[src/rtl/mult_div_unit.sv]
// mult_div_unit: iterative 32-step shift-add multiplier / restoring divider with HI/LO registers
module mult_div_unit #(
  parameter int DATA_WIDTH = 32
) (
  input  logic                  clk,
  input  logic                  reset,
  input  logic                  start_i,
  input  logic [3:0]            alu_operation_i,
  input  logic [DATA_WIDTH-1:0] a_i,
  input  logic [DATA_WIDTH-1:0] b_i,
  output logic                  busy_o,
  output logic                  done_o,
  output logic                  div_by_zero_o,
  output logic [DATA_WIDTH-1:0] hi_o,
  output logic [DATA_WIDTH-1:0] lo_o
);
  localparam int W  = DATA_WIDTH;
  localparam int CW = $clog2(W) + 1;
  typedef enum logic [1:0] {IDLE, RUN, FIX, DONE} state_t;
  state_t state, next_state;
  logic [2*W-1:0] acc, step, prod;
  logic [W-1:0]   opnd, mag_a, mag_b, fix_hi, fix_lo;
  logic [W:0]     mul_sum, div_top, div_diff;
  logic [CW-1:0]  cnt;
  logic           is_div, neg_q, neg_r, dz;
  logic           is_md, sgn, op_div, accept;
  assign is_md  = alu_operation_i inside {4'b1010, 4'b1011, 4'b1100, 4'b1101};
  assign op_div = alu_operation_i[2];
  assign sgn    = ~alu_operation_i[0];
  assign accept = (state == IDLE) && start_i && is_md;
  assign mag_a  = (sgn && a_i[W-1]) ? -a_i : a_i;
  assign mag_b  = (sgn && b_i[W-1]) ? -b_i : b_i;
  // acc holds {partial product, remaining multiplier} or {remainder, dividend/quotient}
  assign mul_sum  = {1'b0, acc[2*W-1:W]} + (acc[0] ? {1'b0, opnd} : '0);
  assign div_top  = acc[2*W-1:W-1];
  assign div_diff = div_top - {1'b0, opnd};
  assign step = is_div ? (div_diff[W] ? {div_top[W-1:0], acc[W-2:0], 1'b0}
                                      : {div_diff[W-1:0], acc[W-2:0], 1'b1})
                       : {mul_sum, acc[W-1:1]};
  assign prod   = neg_q ? -acc : acc;
  assign fix_hi = is_div ? (neg_r ? -acc[2*W-1:W] : acc[2*W-1:W]) : prod[2*W-1:W];
  assign fix_lo = is_div ? (neg_q ? -acc[W-1:0] : acc[W-1:0]) : prod[W-1:0];
  assign busy_o        = state != IDLE;
  assign done_o        = state == DONE;
  assign div_by_zero_o = (state == DONE) && dz;
  always_ff @(posedge clk)
    if (reset) state <= IDLE;
    else state <= next_state;
  always_comb begin
    next_state = state;
    unique case (state)
      IDLE: next_state = accept ? ((op_div && b_i == '0) ? DONE : RUN) : IDLE;
      RUN:  next_state = (cnt == CW'(W - 1)) ? FIX : RUN;
      FIX:  next_state = DONE;
      DONE: next_state = IDLE;
    endcase
  end
  always_ff @(posedge clk) begin
    if (reset) begin
      acc    <= '0;
      opnd   <= '0;
      cnt    <= '0;
      is_div <= 1'b0;
      neg_q  <= 1'b0;
      neg_r  <= 1'b0;
      dz     <= 1'b0;
      hi_o   <= '0;
      lo_o   <= '0;
    end else if (accept) begin
      acc    <= {{W{1'b0}}, op_div ? mag_a : mag_b};
      opnd   <= op_div ? mag_b : mag_a;
      cnt    <= '0;
      is_div <= op_div;
      neg_q  <= sgn && (a_i[W-1] ^ b_i[W-1]);
      neg_r  <= sgn && a_i[W-1];
      dz     <= op_div && (b_i == '0);
    end else if (state == RUN) begin
      acc <= step;
      cnt <= cnt + 1'b1;
    end else if (state == FIX) begin
      hi_o <= fix_hi;
      lo_o <= fix_lo;
    end
  end
endmodule
[config.mk]
export PLATFORM = sky130hd
export DESIGN_NAME = mult_div_unit
export DESIGN_NICKNAME = d
export VERILOG_FILES = /design/src/rtl/mult_div_unit.sv
export SDC_FILE = /design/constraint.sdc
export NUM_CORES = 1
export LEC_CHECK = 0
export BUFFER_PORTS_ARGS = -buffer_cell sky130_fd_sc_hd__clkbuf_2
export CORE_UTILIZATION = 40
export CTS_BUF_LIST = sky130_fd_sc_hd__clkbuf_8
export DETAILED_ROUTE_END_ITERATION = 8
export PLACE_DENSITY_LB_ADDON = 0.08
export SLEW_MARGIN = 10
export SYNTH_ARGS = -nofsm -noshare
export SYNTH_HDL_FRONTEND = slang
export SYNTH_SLANG_ARGS = --single-unit
[constraint.sdc]
create_clock -name clk -period 4.05 [get_ports clk]
set_clock_uncertainty 0.15 [all_clocks]
set_input_delay 0.6075 -clock clk [delete_from_list [all_inputs] [get_ports clk]]
set_output_delay 0.6075 -clock clk [all_outputs]
set_load 0.05 [all_outputs]
==> After elaboration in Yosys (flattened, before gate mapping) <==
Index checks and enable logic that the tools add are counted.
{ "totals": {"regBits": 172, "elab_cells": 63} }
{ "classes": {"reduce_logical": 14, "addsub": 8, "bitwise": 4, "eq_ne": 8, "n_mux": 18} }
{ "op_table": {"columns": ["op", "n"], "rows": [
  ["2-to-1 mux 32 bit", 11],
  ["2-to-1 mux 64 bit", 3],
  ["negator 32 bit", 4],
  ["negator 64 bit", 1],
  ["adder 32 x 32 -> 33 bit", 1],
  ["subtractor 33 x 32 -> 33 bit", 1],
  ["logical NOT 32 bit", 1],
  ["== test 4 bit, second input constant", 4],
  ["one-hot mux 2 bit (4 select lines)", 1],
  ["logical AND 1 bit", 7],
  ["adder 6 x 1 -> 6 bit, second input constant", 1],
  ["== test 6 x 5 -> 1 bit, second input constant", 1],
  ["2-to-1 mux 2 bit", 3],
  ["== test 2 bit, second input constant", 2],
  ["nonzero test 2 bit", 2],
  ["nonzero test 4 bit", 1],
  ["inverter 1 bit", 3],
  ["AND reduction 3 bit", 1],
  ["== test 2 x 1 -> 1 bit, second input constant", 1],
  ["logical NOT 2 bit", 1],
  ["OR reduction 2 bit", 1],
  ["bitwise XOR 1 bit", 1]
]} }

==> Logic depth before layout (Yosys ltp) <==
Gate-level depths: netlist of run 1.
{ "depth": {"word_depth": 5, "depth_mapped": 15, "ltp_nobuf": 13} }

==> Least setup slack after synthesis of run 1 <==
Ideal clock, no wire load.
{ "synth_path": {"kind": "register to register", "startpoint": "reg acc[31]", "endpoint": "reg acc[49]", "slack_ns": 0.536, "stages_incl_launch_ff": 15, "arrival_ns": 3.236, "setup_time_ns": 0.128, "t_required_ns": 3.772, "cell_sequence": "dfxtp_1 > inv_1 > ha_1 > fa_1 > nand2b_1 > a21oi_1 > o211ai_1 > a2111oi_2 > o221ai_1 > xnor2_1 > buf_2 > clkbuf_1 > a31oi_1 > a22oi_1 > nor2_1"} }
{ "synth_via": {"elab_chain_len": 3} }
{ "synth_rtl": {"columns": ["item", "line", "rtl"], "rows": [
  ["start: declaration", "21", "logic [2*W-1:0] acc, step, prod;"],
  ["start signal: assignment", "70", "acc <= {{W{1'b0}}, op_div ? mag_a : mag_b};"],
  ["start signal: assignment", "78", "acc <= step;"],
  ["subtractor 33 x 32 -> 33 bit", "36", "assign div_diff = div_top - {1'b0, opnd};"],
  ["2-to-1 mux 64 bit (2 in series)", "37", "assign step = is_div ? (div_diff[W] ? {div_top[W-1:0], acc[W-2:0], 1'b0}"]
]} }
No other way between the ends.
A chain may end at the register's enable or synchronous reset.

==> Worst setup path after layout of run 1 <==
{ "layout_path": {"startpoint": "reg acc[0]", "endpoint": "reg acc[63]"} }
{ "layout_via": {"elab_chain_len": 3} }
{ "layout_rtl": {"columns": ["item", "line", "rtl"], "rows": [
  ["2-to-1 mux 32 bit", "34", "assign mul_sum = {1'b0, acc[2*W-1:W]} + (acc[0] ? {1'b0, opnd} : '0);"],
  ["adder 32 x 32 -> 33 bit", "34", null],
  ["2-to-1 mux 64 bit", "37", null]
]} }
No other way between the ends.

==> summary.txt, run 1 <==
Cells after Synth: 1922
FF/Latch Area: 3447 um^2
Post-layout worst setup margin: 0.2386 ns
Worst-path clk slew: 0.10 ns
#FFs+latches synth: 172
Worst Hold End: dz$_SDFFE_PP0P_
Critical Path Fanout Max: 16
Core area: 34540 um^2
Crit path kind: reg -> reg
XOR/XNOR Fraction of Synth Area: 0.1117
Vias per inst: 5.686
Static Leakage: 0.006276 uW
Worst slack, placed: 0.1462 ns
Post-synth top flop: dfxtp_1
Mean Syn Cell Area: 7.301 um^2
Required time at the worst-slack endpoint: 4.35 ns
GRT Resource Usage Total: 0.2636
Post-synthesis sequential area ratio: 0.2454
Reg-to-Reg End: acc[63]$_SDFFE_PP0P_
Setup TNS: 0 ns
Clk root buf: clkbuf_8
Die footprint: 35830 um^2
ANT nets after route: 0
Post-CTS Setup Inserts: 0
CP peak stage delay: 0.43 ns
Syn nets: 2064
Initial DRT Pass Iterations: 5
Synth area leaders: dfxtp_1 25%, a21oi_1 7.3%, nor2_1 6.4%, xor2_1 6.2%, ha_1 6.2%
Hold Path Cell Cnt: 2
WL final: 47730 um
Slew Viols, Final: 0
Vias in the first global route: 12810
First-pass GRT wire length: 73490 um
Tmin final: 3.811 ns
Detailed placement HPWL: 37110 um
Utilization after layout: 0.4587
Synth cell types: 78
Crit path cell chain: inv_1 > buf_4 > nor2_1 > ha_1 > nand2_1 > o21ai_0 > nor3b_1 > a31oi_1 > buf_4 > a31o_2 > a31oi_1 > buf_4 > o21ai_0 > a21oi_1 > o211ai_1 > o211a_1
Effective utilization at floorplan: 0.4062
Ports: 138
Share of layout cells above drive strength 1: 0.1402
DIE HEIGHT: 189.3 um
EDFF count, synth: 0
Flop-to-flop setup slack: 0.24 ns
DRC violations left: 0
Multi-input logic area: 9902 um^2
Fin. Hold Viols: 0
CTS sink cnt: 172
PortBufs: 137
Cell with the most instances after synthesis: nor2_1
Slowest cell on the critical path: ha_1
Setup-failing EPs final: 0
Largest net degree at the start of global routing: 92
Max Cap Viol: 0
Hold_sp: dz$_SDFFE_PP0P_
Power per cell area: 329.5 nW/um^2
Routability cong.: 0.9160
HP Class: reg -> reg
Max-slew headroom: 0.3888
Top cell by count, worst path: buf_4
Worst flop-to-flop path startpoint: acc[0]$_SDFFE_PP0P_
Largest family of logic cells by synthesized area: compound AO/OA/AOI/OAI gates
TritonCTS Buffers: 17
RSZ-0062 raised after global routing: no
R2R cell count: 16
Gr ovfl total: 0
Synth Area in Adders: 0.06438
Async SR Flop Fraction: 0
Post-synthesis compound-gate area fraction: 0.2687
Mapped Area: 14030 um^2
Die width: 189.3 um
Fillers: 3567
Highest clock rate: 262.4 MHz
Most frequent cells after synthesis: 240 x nor2_1, 206 x a21oi_1, 200 x nand2_1, 172 x dfxtp_1, 112 x o21ai_0
Ys Warns: 0
Row cnt: 68
Vias after detailed routing: 14150
Crit share post-route: 0.9411
CTS Hold Buffers Added: 0
Synth top area share: 0.2454
Worst-Margin Slew: 0.9168 ns
Startpoint types: flop
N_diodes: 0
Initial DRC count: 1163
Clk_lat worst skew: 0.51 ns
Synth-to-Final Area Change: 12.92%
Fin nets: 2162
Crit end category: flop
Leading area contributor after synthesis: dfxtp_1
Worst path arrival time: 4.11 ns
CTS tree: yes
Hold_ws: 0.3050 ns
Post-synthesis simple-gate area fraction: 0.2128
Post-synthesis mux area share: 0.04387
H-tree depth: 4
Deepest clock path buffer count: 2
Initial antenna violation count: 1
Status: finished clean
VDD IR max: 0.0002448 V
Avg WL per Cell: 19.18 um
==> registers in the layout, summed over array words and instances, names as in the netlist <==
register / count
acc: 64
neg_q: 1
neg_r: 1
state: 2
lo_o: 32
is_div: 1
opnd: 32
cnt: 6
hi_o: 32
dz: 1
==> placed cells by master, fill, tap and decap left out, types with 60 or more instances in the layout <==
cell        n
inv_1      60
buf_4      74
o211ai_1   63
xnor2_1    79
nor2_1    239
xor2_1     99
clkbuf_2  136
a21oi_1   205
nand2_1   200
dfxtp_1   171
ha_1       69
a211oi_1   72
o21ai_0   112
==> through the flow <==
stage          instance area, um^2  total power, uW  std cells
2_1_floorplan                14030             3282       1922
3_3_place_gp                 15390             3874       2456
3_5_place_dp                 15390             3873       2456
4_1_cts                      15810             5213       2488
5_1_grt                      15850             5517       2488
6_report                     15850             5221       2488
==> report_power, final <==
part	total [uW]	leakage (uW)	internal, uW	switching, uW
Clock	1340	0.000215	540	796
Combinational	2030	0.00467	811	1220
Sequential	1850	0.00139	1760	94.8
Total	5220	0.00628	3110	2110
==> layout make-up <==
class	instances	share of cell area
multi-input combinational	1556	0.6249
sequential	172	0.2175
timing repair buffer	213	0.08125
tap	455	0.03593
clock buffer	18	0.01563
inverter	60	0.01421
clock inverter	14	0.01050
==> timing repair <==
action	4_1_cts	5_1_grt
hold endpoints to repair	0	0
setup endpoints to repair	0	12
resized for setup	0	6
==> critical path: cells and delay by family, from the launching register on <==
family / cells / cell delay [ns]
AOI/OAI and AO/OA: 8 / 1.73
adders and majority gates: 1 / 0.43
buffers and inverters: 4 / 0.85
DFF: 1 / 0.35
and+or+nand+nor: 3 / 0.26
==> how the worst max path moves through the flow <==
| stage | startpoint | endpoint | cells past startpoint |
|---|---|---|---|
| 2_1_floorplan | acc[31]$_SDFFE_PP0P_ | acc[49]$_SDFFE_PP0P_ | 14 |
| 5_1_grt | acc[31]$_SDFFE_PP0P_ | acc[60]$_SDFFE_PP0P_ | 15 |
| 6_report | acc[0]$_SDFFE_PP0P_ | acc[63]$_SDFFE_PP0P_ | 16 |
| 3_3_place_gp | acc[31]$_SDFFE_PP0P_ | acc[56]$_SDFFE_PP0P_ | 13 |
| 3_5_place_dp | acc[31]$_SDFFE_PP0P_ | acc[56]$_SDFFE_PP0P_ | 13 |
| 4_1_cts | acc[31]$_SDFFE_PP0P_ | acc[60]$_SDFFE_PP0P_ | 15 |
==> routing by layer <==
metal	share of wire	up-vias	global-route usage
met5	0	-	0
met4	0.017	0	0.06917
met3	0.054	42	0.03299
met2	0.43	421	0.4057
met1	0.50	6578	0.3839
li1	-	7107	-
==> cells by family (layout without fill, tap and decap cells) <==
logic type	after synthesis	count (layout)
compound gates	598	598
xor+xnor	179	179
fa+ha+maj	71	71
buf+inv	194	305
flops	172	172
mux	61	61
simple gates	647	647
No activity file was read; power rests on OpenSTA's default activity.
==> run 2: changes to the inputs <==
Settings changed: CORE_MARGIN set to 2.
==> run 2 against run 1 <==
Against the previous run: clock power about the same; routed wire length up 2.3%; critical path depth down 2; sequential cell count unchanged; total power about the same; first-iteration DRC count up 0.26%; via count up 1.6%; die area up 2.1%; cell count up 0.44%; sequential power about the same; non-clock buffer count up 11; fmax down 0.21%.
==> summary.txt, run 2 (same netlist as run 1, synthesis figures left out) <==
Status: finished clean (unchanged)
Non-filler cells, final: 2499 (was 2488)
PortBufs: 137 (unchanged)
N_diodes: 0 (unchanged)
Clk root buf: clkbuf_8 (unchanged)
HP Class: reg -> reg (unchanged)
Effective utilization at floorplan: 0.4062 (unchanged)
Detailed placement HPWL: 38170 um (was 37110 um)
VDD IR max: 0.0002354 V (was 0.0002448 V)
Post-layout worst setup margin: 0.2306 ns (was 0.2386 ns)
Row cnt: 68 (unchanged)
Power per cell area: 328.1 nW/um^2 (was 329.5 nW/um^2)
Die footprint: 36590 um^2 (was 35830 um^2)
Avg WL per Cell: 19.55 um (was 19.18 um)
Required time at the worst-slack endpoint: 4.30 ns (was 4.35 ns)
Synth-to-Final Area Change: 13.50% (was 12.92%)
Multi-input logic area: 9889 um^2 (was 9902 um^2)
Part of the power in registers: 0.356 (was 0.355)
First-pass GRT wire length: 75620 um (was 73490 um)
Share of layout cells above drive strength 1: 0.1438 (was 0.1402)
Vias per inst: 5.752 (was 5.686)
Critical Path Fanout Max: 23 (was 16)
Gr ovfl total: 0 (unchanged)
Max Cap Viol: 0 (unchanged)
Worst-Margin Slew: 0.8952 ns (was 0.9168 ns)
Die width: 191.3 um (was 189.3 um)
Combinational power share: 0.394 (was 0.390)
Clk pwr share: 0.251 (was 0.256)
Worst path arrival time: 4.07 ns (was 4.11 ns)
CTS Hold Buffers Added: 0 (unchanged)
Sw Ratio: 0.4149 (was 0.4049)
Startpoint types: flop (unchanged)
Initial antenna violation count: 0 (was 1)
Crit share post-route: 0.9431 (was 0.9411)
Net switching power: 2168 uW (was 2114 uW)
CP peak stage delay: 0.45 ns (was 0.43 ns)
Grt met3 use: 0.02974 (was 0.03299)
Fillers: 3652 (was 3567)
WL final: 48840 um (was 47730 um)
Core area: 34540 um^2 (unchanged)
Setup-failing EPs final: 0 (unchanged)
RSZ-0062 raised after global routing: no (unchanged)
Largest register FFs: 64 (unchanged)
Most frequent cells in the layout: 239 x nor2_1, 205 x a21oi_1, 200 x nand2_1, 171 x dfxtp_1, 136 x clkbuf_2 (unchanged)
Worst Hold End: hi_o[10]$_SDFFE_PP0P_ (was dz$_SDFFE_PP0P_)
H-tree depth: 4 (unchanged)
Deepest clock path buffer count: 2 (unchanged)
Slowest cell on the critical path: a2111oi_4 (was ha_1)
ANT nets after route: 0 (unchanged)
GRT Resource Usage Total: 0.2661 (was 0.2636)
R2R cell count: 14 (was 16)
Vias in the first global route: 13080 (was 12810)
Initial DRC count: 1166 (was 1163)
TritonCTS Buffers: 17 (unchanged)
DRC violations left: 0 (unchanged)
Initial DRT Pass Iterations: 5 (unchanged)
DP Cell Count: 2465 (was 2456)
Slew Viols, Final: 0 (unchanged)
CTS sink cnt: 172 (unchanged)
Clk_lat worst skew: 0.52 ns (was 0.51 ns)
Busiest grt layer: met2 (unchanged)
Int Power: 3057 uW (was 3107 uW)
Crit end category: flop (unchanged)
Largest register by flop count: acc (unchanged)
DIE HEIGHT: 191.3 um (was 189.3 um)
Reg-to-Reg End: acc[56]$_SDFFE_PP0P_ (was acc[63]$_SDFFE_PP0P_)
FF/Latch Area: 3447 um^2 (unchanged)
Worst flop-to-flop path startpoint: acc[31]$_SDFFE_PP0P_ (was acc[0]$_SDFFE_PP0P_)
CTS tree: yes (unchanged)
Static Leakage: 0.006324 uW (was 0.006276 uW)
Flop-to-flop setup slack: 0.23 ns (was 0.24 ns)
Highest clock rate: 261.8 MHz (was 262.4 MHz)
Crit path cell chain: inv_1 > ha_1 > fa_1 > nand2b_1 > a21oi_2 > o211ai_1 > a2111oi_4 > o221ai_2 > xnor2_2 > buf_4 > buf_12 > mux2_2 > mux2i_1 > a21oi_1 (was inv_1 > buf_4 > nor2_1 > ha_1 > nand2_1 > o21ai_0 > nor3b_1 > a31oi_1 > buf_4 > a31o_2 > a31oi_1 > buf_4 > o21ai_0 > a21oi_1 > o211ai_1 > o211a_1)
CP bufs+invs: 3 (was 4)
Largest net degree at the start of global routing: 69 (was 92)
Crit path kind: reg -> reg (unchanged)
Ports: 138 (unchanged)
Routability cong.: 0.9491 (was 0.9160)
Met1 Resource Use GR: 0.3899 (was 0.3839)
Utilization after layout: 0.4611 (was 0.4587)
Cell family with most CP delay: compound AO/OA/AOI/OAI gates (unchanged)
Met2 usage: 0.4095 (was 0.4057)
Worst slack, placed: 0.1333 ns (was 0.1462 ns)
Hold Path Cell Cnt: 2 (unchanged)
Fin. Hold Viols: 0 (unchanged)
Worst-path clk slew: 0.11 ns (was 0.10 ns)
Setup TNS: 0 ns (unchanged)
Hold_sp: hi_o[10]$_SDFFE_PP0P_ (was dz$_SDFFE_PP0P_)
Fin nets: 2173 (was 2162)
Tmin final: 3.819 ns (was 3.811 ns)
Most common cell after layout, fill and taps aside: nor2_1 (unchanged)
Max-slew headroom: 0.4018 (was 0.3888)
Vias after detailed routing: 14380 (was 14150)
==> run 2: cell count changes in the layout (fill, tap and decap cells not counted), sizes merged <==
cell,change
clkinvlp,+1
buf,+11
inv,+1
clkbuf,-1
bufinv,-1
==> run 2: repair_timing <==
action	4_1_cts	5_1_grt
gates resized for setup	0	3
setup buffers	0	2
endpoints found under the setup margin	0	20
==> run 2: cell type report <==
class                           instances  area share
Timing Repair Buffer                  224     0.08736
Tap cell                              455     0.03575
Clock buffer                           17     0.01469
Multi-Input combinational cell       1556      0.6209
Clock inverter                         15     0.01068
Sequential cell                       172      0.2164
Inverter                               60     0.01414
==> run 2: power groups by stage <==
stage | clock network, uW | logic (uW) | registers [uW]
2_1_floorplan | 0 | 1430 | 1850
3_3_place_gp | 0 | 1990 | 1890
3_5_place_dp | 0 | 1990 | 1900
4_1_cts | 1340 | 2000 | 1860
5_1_grt | 1400 | 2250 | 1870
6_report | 1310 | 2060 | 1860
==> run 2: through the flow <==
stage / power [uW] / instance area, um^2 / hold WS (ns)
2_1_floorplan: 3282 / 14030 / 0.2819
3_3_place_gp: 3880 / 15480 / 0.2883
3_5_place_dp: 3884 / 15480 / 0.2929
4_1_cts: 5198 / 15890 / 0.3007
5_1_grt: 5522 / 15930 / 0.3222
6_report: 5225 / 15930 / 0.3052
==> run 2: worst max-delay path by stage <==
stage | cells past startpoint | start | endpoint | slack, ns
6_report | 14 | acc[31]$_SDFFE_PP0P_ | acc[56]$_SDFFE_PP0P_ | 0.23
5_1_grt | 15 | acc[0]$_SDFFE_PP0P_ | acc[60]$_SDFFE_PP0P_ | 0.008
4_1_cts | 14 | acc[31]$_SDFFE_PP0P_ | acc[45]$_SDFFE_PP0P_ | 0.10
3_5_place_dp | 14 | acc[31]$_SDFFE_PP0P_ | acc[45]$_SDFFE_PP0P_ | 0.13
3_3_place_gp | 14 | acc[31]$_SDFFE_PP0P_ | acc[42]$_SDFFE_PP0P_ | 0.26
2_1_floorplan | 14 | acc[31]$_SDFFE_PP0P_ | acc[49]$_SDFFE_PP0P_ | 0.54
==> run 2: worst min-delay path, delay by kind of cell, from the launching register on <==
kind	cells	cell delay, ns
flops	1	0.32
compound gates	1	0.05
simple gates	1	0.05
==> run 2: metal layers <==
metal,routed length (um),up-vias
met4,971,0
met1,23840,6739
met2,21060,451
met3,2978,55
met5,0,-
li1,-,7130
